### config.mk
export PLATFORM = sky130hd
export DESIGN_NAME = robot_monitor
export DESIGN_NICKNAME = d
export VERILOG_FILES = /design/src/rtl/robot_monitor.sv
export SDC_FILE = /design/constraint.sdc
export NUM_CORES = 1
export LEC_CHECK = 0
export BUFFER_PORTS_ARGS = -buffer_cell sky130_fd_sc_hd__buf_4
export CORE_AREA = 2 2 80 82
export CTS_BUF_LIST = sky130_fd_sc_hd__clkbuf_8
export CTS_CLUSTER_SIZE = 30
export DETAILED_ROUTE_END_ITERATION = 8
export DIE_AREA = 0 0 82 84
export PLACE_DENSITY = 0.74
export REMOVE_ABC_BUFFERS = 1
export SYNTH_ARGS = -nofsm -noshare
export SYNTH_HDL_FRONTEND = slang
export SYNTH_SLANG_ARGS = --single-unit
export TNS_END_PERCENT = 20
### constraint.sdc
create_clock -name clock -period 7.2 [get_ports clock]
set_clock_uncertainty 0.2 [all_clocks]
set_input_delay 0.72 -clock clock [delete_from_list [all_inputs] [get_ports clock]]
set_output_delay 0.72 -clock clock [all_outputs]
set_load 0.01 [all_outputs]
### src/rtl/robot_monitor.sv
// robot_monitor
//   Watches a stream of robot position samples (row, column, orientation) and
//   flags three faults: leaving the map, moving more than one cell (or, when
//   STRICT_HEADING is set, moving against the new heading), and sitting
//   completely still for STALL_LIMIT samples. The first fault latches
//   error_code and parks the monitor in HALT until clear or reset.
//
//   Ports
//     clock              system clock, rising edge
//     reset              asynchronous, active-high reset
//     sample             strobe, robot_* inputs valid this cycle
//     robot_row          robot row (map rows 1..ROWS)
//     robot_column       robot column (map columns 1..COLS)
//     robot_orientation  00 north, 01 south, 10 east, 11 west
//     clear              synchronous clear, wins over sample
//     out_of_map         sticky flag
//     illegal_move       sticky flag
//     stall              sticky flag
//     error_code         first error: 00 none, 01 map, 10 move, 11 stall
//     step_count         samples that changed cell, saturating
//     halted             high while in HALT
//
//   state  | meaning
//   IDLE   | no reference sample yet; next sample becomes the reference
//   TRACK  | reference held; each sample is checked and becomes the new one
//   HALT   | an error was seen; samples ignored, outputs frozen

module robot_monitor #(
    parameter int ROWS           = 10,
    parameter int COLS           = 20,
    parameter int POS_W          = 6,
    parameter int STALL_LIMIT    = 16,
    parameter int CNT_W          = 16,
    parameter int STRICT_HEADING = 0
) (
    input  logic             clock,
    input  logic             reset,
    input  logic             sample,
    input  logic [POS_W-1:0] robot_row,
    input  logic [POS_W-1:0] robot_column,
    input  logic [1:0]       robot_orientation,
    input  logic             clear,
    output logic             out_of_map,
    output logic             illegal_move,
    output logic             stall,
    output logic [1:0]       error_code,
    output logic [CNT_W-1:0] step_count,
    output logic             halted
);

    localparam int SC_W = $clog2(STALL_LIMIT + 1);

    localparam logic [POS_W-1:0]        ROW_MAX   = POS_W'(ROWS);
    localparam logic [POS_W-1:0]        COL_MAX   = POS_W'(COLS);
    localparam logic [SC_W-1:0]         STALL_MAX = SC_W'(STALL_LIMIT);
    localparam logic signed [POS_W:0]   D_POS     = (POS_W+1)'(1);
    localparam logic signed [POS_W:0]   D_NEG     = -D_POS;
    localparam logic signed [POS_W:0]   D_ZERO    = '0;

    localparam logic [1:0] ORI_N = 2'b00;
    localparam logic [1:0] ORI_S = 2'b01;
    localparam logic [1:0] ORI_E = 2'b10;
    localparam logic [1:0] ORI_W = 2'b11;

    localparam logic [1:0] EC_NONE  = 2'b00;
    localparam logic [1:0] EC_MAP   = 2'b01;
    localparam logic [1:0] EC_MOVE  = 2'b10;
    localparam logic [1:0] EC_STALL = 2'b11;

    typedef enum logic [1:0] {
        S_IDLE  = 2'b00,
        S_TRACK = 2'b01,
        S_HALT  = 2'b10
    } state_t;

    state_t             state, state_nxt;
    logic [POS_W-1:0]   ref_row, ref_row_nxt;
    logic [POS_W-1:0]   ref_col, ref_col_nxt;
    logic [1:0]         ref_ori, ref_ori_nxt;
    logic [SC_W-1:0]    stall_cnt, stall_cnt_nxt;
    logic               out_of_map_nxt, illegal_move_nxt, stall_nxt;
    logic [1:0]         error_code_nxt;
    logic [CNT_W-1:0]   step_count_nxt;

    logic signed [POS_W:0] d_row, d_col;
    logic                  oom, same_cell, same_all, move_one, heading_ok, legal;
    logic                  stall_hit;
    logic [SC_W-1:0]       stall_inc;

    // Deltas are taken one bit wider and signed so that a step back toward
    // row/column 0 produces -1 instead of wrapping.
    assign d_row = $signed({1'b0, robot_row})    - $signed({1'b0, ref_row});
    assign d_col = $signed({1'b0, robot_column}) - $signed({1'b0, ref_col});

    assign oom = (robot_row == '0) || (robot_row > ROW_MAX) ||
                 (robot_column == '0) || (robot_column > COL_MAX);

    assign same_cell = (d_row == D_ZERO) && (d_col == D_ZERO);
    assign same_all  = same_cell && (robot_orientation == ref_ori);
    assign move_one  = ((d_row == D_ZERO) && ((d_col == D_POS) || (d_col == D_NEG))) ||
                       ((d_col == D_ZERO) && ((d_row == D_POS) || (d_row == D_NEG)));

    always_comb begin
        heading_ok = 1'b0;
        case (robot_orientation)
            ORI_N:   heading_ok = (d_row == D_NEG);
            ORI_S:   heading_ok = (d_row == D_POS);
            ORI_E:   heading_ok = (d_col == D_POS);
            ORI_W:   heading_ok = (d_col == D_NEG);
            default: heading_ok = 1'b0;
        endcase
    end

    assign legal = same_cell || (move_one && ((STRICT_HEADING == 0) || heading_ok));

    // The monitor halts as soon as the limit is hit, so the counter never
    // needs to go past STALL_LIMIT.
    assign stall_inc = stall_cnt + 1'b1;
    assign stall_hit = !oom && same_all && (stall_inc >= STALL_MAX);

    always_ff @(posedge clock or posedge reset) begin
        if (reset) begin
            state        <= S_IDLE;
            ref_row      <= '0;
            ref_col      <= '0;
            ref_ori      <= '0;
            stall_cnt    <= '0;
            out_of_map   <= 1'b0;
            illegal_move <= 1'b0;
            stall        <= 1'b0;
            error_code   <= EC_NONE;
            step_count   <= '0;
        end else begin
            state        <= state_nxt;
            ref_row      <= ref_row_nxt;
            ref_col      <= ref_col_nxt;
            ref_ori      <= ref_ori_nxt;
            stall_cnt    <= stall_cnt_nxt;
            out_of_map   <= out_of_map_nxt;
            illegal_move <= illegal_move_nxt;
            stall        <= stall_nxt;
            error_code   <= error_code_nxt;
            step_count   <= step_count_nxt;
        end
    end

    always_comb begin
        state_nxt        = state;
        ref_row_nxt      = ref_row;
        ref_col_nxt      = ref_col;
        ref_ori_nxt      = ref_ori;
        stall_cnt_nxt    = stall_cnt;
        out_of_map_nxt   = out_of_map;
        illegal_move_nxt = illegal_move;
        stall_nxt        = stall;
        error_code_nxt   = error_code;
        step_count_nxt   = step_count;

        if (clear) begin
            state_nxt        = S_IDLE;
            ref_row_nxt      = '0;
            ref_col_nxt      = '0;
            ref_ori_nxt      = '0;
            stall_cnt_nxt    = '0;
            out_of_map_nxt   = 1'b0;
            illegal_move_nxt = 1'b0;
            stall_nxt        = 1'b0;
            error_code_nxt   = EC_NONE;
            step_count_nxt   = '0;
        end else if (sample) begin
            case (state)
                S_IDLE: begin
                    if (oom) begin
                        out_of_map_nxt = 1'b1;
                        error_code_nxt = EC_MAP;
                        state_nxt      = S_HALT;
                    end else begin
                        ref_row_nxt   = robot_row;
                        ref_col_nxt   = robot_column;
                        ref_ori_nxt   = robot_orientation;
                        stall_cnt_nxt = '0;
                        state_nxt     = S_TRACK;
                    end
                end
                S_TRACK: begin
                    if (oom)       out_of_map_nxt   = 1'b1;
                    if (!legal)    illegal_move_nxt = 1'b1;
                    if (stall_hit) stall_nxt        = 1'b1;

                    if (oom)            error_code_nxt = EC_MAP;
                    else if (!legal)    error_code_nxt = EC_MOVE;
                    else if (stall_hit) error_code_nxt = EC_STALL;

                    if (oom || !legal || stall_hit) state_nxt = S_HALT;

                    // A sample off the map is not a trustworthy position, so
                    // it leaves reference, step and stall tracking untouched.
                    if (!oom) begin
                        ref_row_nxt   = robot_row;
                        ref_col_nxt   = robot_column;
                        ref_ori_nxt   = robot_orientation;
                        stall_cnt_nxt = same_all ? stall_inc : '0;
                        if (!same_cell && (step_count != '1))
                            step_count_nxt = step_count + 1'b1;
                    end
                end
                default: begin
                end
            endcase
        end
    end

    assign halted = (state == S_HALT);

endmodule

==> results.json <==
{
  "critPathBufInv": 3,
  "hold_buffers": 0,
  "slowest_stage": "or4b_1",
  "vias": 2303,
  "power_frac_clock": 0.339,
  "p_sw_frac": 0.277,
  "outcome": "finished, final reports clean",
  "fin_crit_ns": 3.65,
  "slew_headroom": 0.590,
  "ioPinCount": 40,
  "antenna_found_initial": 0,
  "rows": 29,
  "critPathLaunchType": "primary input",
  "grt_pass1_wl_mm": 9.87,
  "cts_made_buffers": 5,
  "setup_viol": 0,
  "syn_area_sq_um": 2710,
  "core_sq_um": 6100,
  "p_comb_frac": 0.138,
  "placed_area_sq_um": 3070,
  "p_leak_nw": 1.35,
  "fillers": 597,
  "numPortBuffers": 39,
  "hold_viol": 0,
  "ctsResizeCount": 0,
  "yosys_register_bits": 42,
  "wirelength_mm": 5.85,
  "start_util": 0.444,
  "final_cells": 418,
  "syn_to_final_growth_pct": 16.4,
  "final_max_slew_viol_count": 0,
  "cts_buffer_depth": 2,
  "multi_input_area_sq_um": 1520,
  "routed_via_density": 5.51,
  "drtIter0Drc": 150,
  "required_ns": 7.23,
  "crit_arrival_ns": 3.68,
  "mostFrequentLayoutCell": "dfrtp_1",
  "cp_max_fo": 12,
  "wl_per_cell_um": 14.0,
  "path_class": "in2reg",
  "internal_power_uw": 330,
  "cts_tree": "built",
  "dpl.cell_count": 410,
  "synth_edf_count": 0,
  "yosysUniqueCellTypes": 49,
  "power.switching_uw": 127,
  "die-height_um": 84,
  "fmax_mhz": 274,
  "power_density_nw_per_um2": 145,
  "regArea_sq_um": 1050,
  "synthCells": 300,
  "max-vdd-ir-drop_uv": 108,
  "min_path_type": "reg2reg",
  "yosysSeqAreaShare": 0.388,
  "die_x_um": 82,
  "crit_path_max_incr_delay_ns": 0.52,
  "drv_cap": 0,
  "path_cells": "buf_4, inv_1, ha_1, inv_1, fa_1, a21o_1, a21o_1, a211oi_1, nor4_1, nand4_1, nand2_2, or4b_1, a21oi_1",
  "synth_flop_cell": "dfrtp_1",
  "drc": 0,
  "critPathTopFamily": "simple AND/OR/NAND/NOR gates",
  "clkSinkCount": 42,
  "gr-usage-all-layers": 0.182,
  "p_seq_frac": 0.523,
  "place.gp.congestion": 0.961,
  "dr.pass1.iters": 5,
  "stdcell_area_sq_um": 3150,
  "fin_crit_sh": 0.507,
  "cts_root_buffer": "clkbuf_8",
  "layout.nets": 374,
  "path_clk_slew_ns": 0.08,
  "grt_setup_unrepaired": "false",
  "cts_setup_buffers": 0,
  "ant_nets": 0,
  "mostFrequentLayoutCells": "42 x dfrtp_1, 41 x nor2_1, 41 x buf_4, 26 x inv_1, 17 x nand3_1",
  "syn_area_per_cell_sq_um": 9.03,
  "hpwl_mm": 4.15,
  "async_flop_share": 1.00,
  "diodes": 0,
  "drive_gt1_frac": 0.176,
  "clk_latency_ns": 0.30,
  "ys_warn_count": 0,
  "grt.overflow.total": 0,
  "htreeDepth": 2,
  "grt_max_degree": 43,
  "tightest_slew_ns": 0.613,
  "grt_pass1_vias": 2138,
  "fin_setup_tns_ns": 0,
  "p_total_uw": 457,
  "crit_path_end_kind": "register",
  "design.die.area_sq_um": 6890
}
==> worst register-to-register path, delay by kind of cell, from the launching register on <==
family / cells / cell delay [ns]
AND/OR/NAND/NOR: 4 / 1.31
AO/OA/AOI/OAI: 4 / 0.87
adder cells (fa/ha/maj): 2 / 0.57
flip-flops: 1 / 0.36
buffers and inverters: 1 / 0.05
==> stage by stage <==
stage | util | hold slack [ns] | setup slack, ns
detailed placement | 0.503 | 0.292 | 3.26
finish | 0.517 | 0.306 | 3.55
global placement | 0.503 | 0.275 | 3.32
global route | 0.517 | 0.334 | 3.28
CTS | 0.517 | 0.313 | 3.56
floorplan | - | 0.264 | 3.74
==> power by group through the flow <==
stage	Clock (mW)	Combinational, mW	Sequential (mW)
floorplan	0	0.0368	0.244
global placement	0	0.0619	0.244
detailed placement	0	0.0623	0.244
CTS	0.159	0.0630	0.239
global route	0.169	0.0706	0.240
finish	0.155	0.0630	0.239
==> path summary, 6_finish.rpt <==
path / end / startpoint / cells after the start / slack (ns)
max in group asynchronous: stall_cnt[3]$_DFFE_PP0P_ / reset / 3 / 6.08
worst min-delay path: stall_cnt[4]$_DFFE_PP0P_ / stall_cnt[4]$_DFFE_PP0P_ / 1 / 0.31
worst max register to register: step_count[13]$_DFFE_PP0P_ / ref_col[0]$_DFFE_PP0P_ / 11 / 3.76
worst max-delay path: step_count[13]$_DFFE_PP0P_ / robot_column[0] / 13 / 3.55
worst min register to register: stall_cnt[4]$_DFFE_PP0P_ / stall_cnt[4]$_DFFE_PP0P_ / 1 / 0.31
min in group asynchronous: step_count[1]$_DFFE_PP0P_ / reset / 3 / 0.35
==> final cells by class <==
type	instances	area share
multi-input cells	225	0.481
flip-flops and latches	42	0.333
repair buffers	41	0.0976
well taps	77	0.0306
inverters	25	0.0298
clock buffers	5	0.0218
clock inverters	3	0.00556
==> flip-flops by register name, indices dropped and copies added, names as in the netlist <==
signal / count
step_count: 16
stall_cnt: 5
ref_row: 6
ref_col: 6
error_code: 2
stall: 1
ref_ori: 2
illegal_move: 1
out_of_map: 1
state: 2
==> kinds of logic (layout without fill, tap and decap cells) <==
family / count (synthesis) / after routing / synth area share
and+or+nand+nor: 124 / 124 / 0.235
xor gates and xnor gates: 16 / 16 / 0.0517
AOI/OAI and AO/OA: 55 / 55 / 0.142
adders and majority gates: 16 / 16 / 0.0794
DFF: 42 / 42 / 0.388
buffers and inverters: 33 / 74 / 0.0517
muxes: 14 / 14 / 0.0517
==> layer usage <==
| layer | routed length [um] | vias up | share of wire | track usage |
|---|---|---|---|---|
| met2 | 2660 | 46 | 0.46 | 0.273 |
| li1 | - | 1151 | - | - |
| met3 | 242 | 6 | 0.041 | 0.0346 |
| met4 | 55 | 0 | 0.0094 | 0.0470 |
| met1 | 2890 | 1100 | 0.49 | 0.267 |
| met5 | 0 | - | 0 | 0 |
==> synthesized netlist by cell type (2+ instances only) <==
| cell | number | area [sq um] |
|---|---|---|
| nor4_1 | 6 | 37.5 |
| fa_1 | 2 | 40.0 |
| or4_1 | 4 | 30.0 |
| inv_1 | 25 | 93.8 |
| nand2_1 | 15 | 56.3 |
| dfrtp_1 | 42 | 1050 |
| nor2b_1 | 8 | 50.1 |
| o31ai_1 | 3 | 22.5 |
| and3_1 | 3 | 18.8 |
| xor2_1 | 9 | 78.8 |
| o21ai_0 | 10 | 50.1 |
| o22ai_1 | 2 | 12.5 |
| ha_1 | 14 | 175 |
| or2_2 | 5 | 31.3 |
| nand2b_1 | 2 | 12.5 |
| nand4b_1 | 2 | 17.5 |
| buf_6 | 2 | 22.5 |
| nand3_1 | 17 | 85.1 |
| o41ai_1 | 3 | 26.3 |
| a21oi_1 | 14 | 70.1 |
| nor3_1 | 4 | 20.0 |
| nor2_1 | 41 | 154 |
| or3_1 | 5 | 31.3 |
| mux2i_1 | 14 | 140 |
| xnor2_1 | 7 | 61.3 |
| nand4_1 | 6 | 37.5 |
| a211oi_1 | 5 | 37.5 |
| a21o_1 | 5 | 37.5 |
| clkbuf_1 | 5 | 18.8 |
No activity file was read; power rests on OpenSTA's default activity.
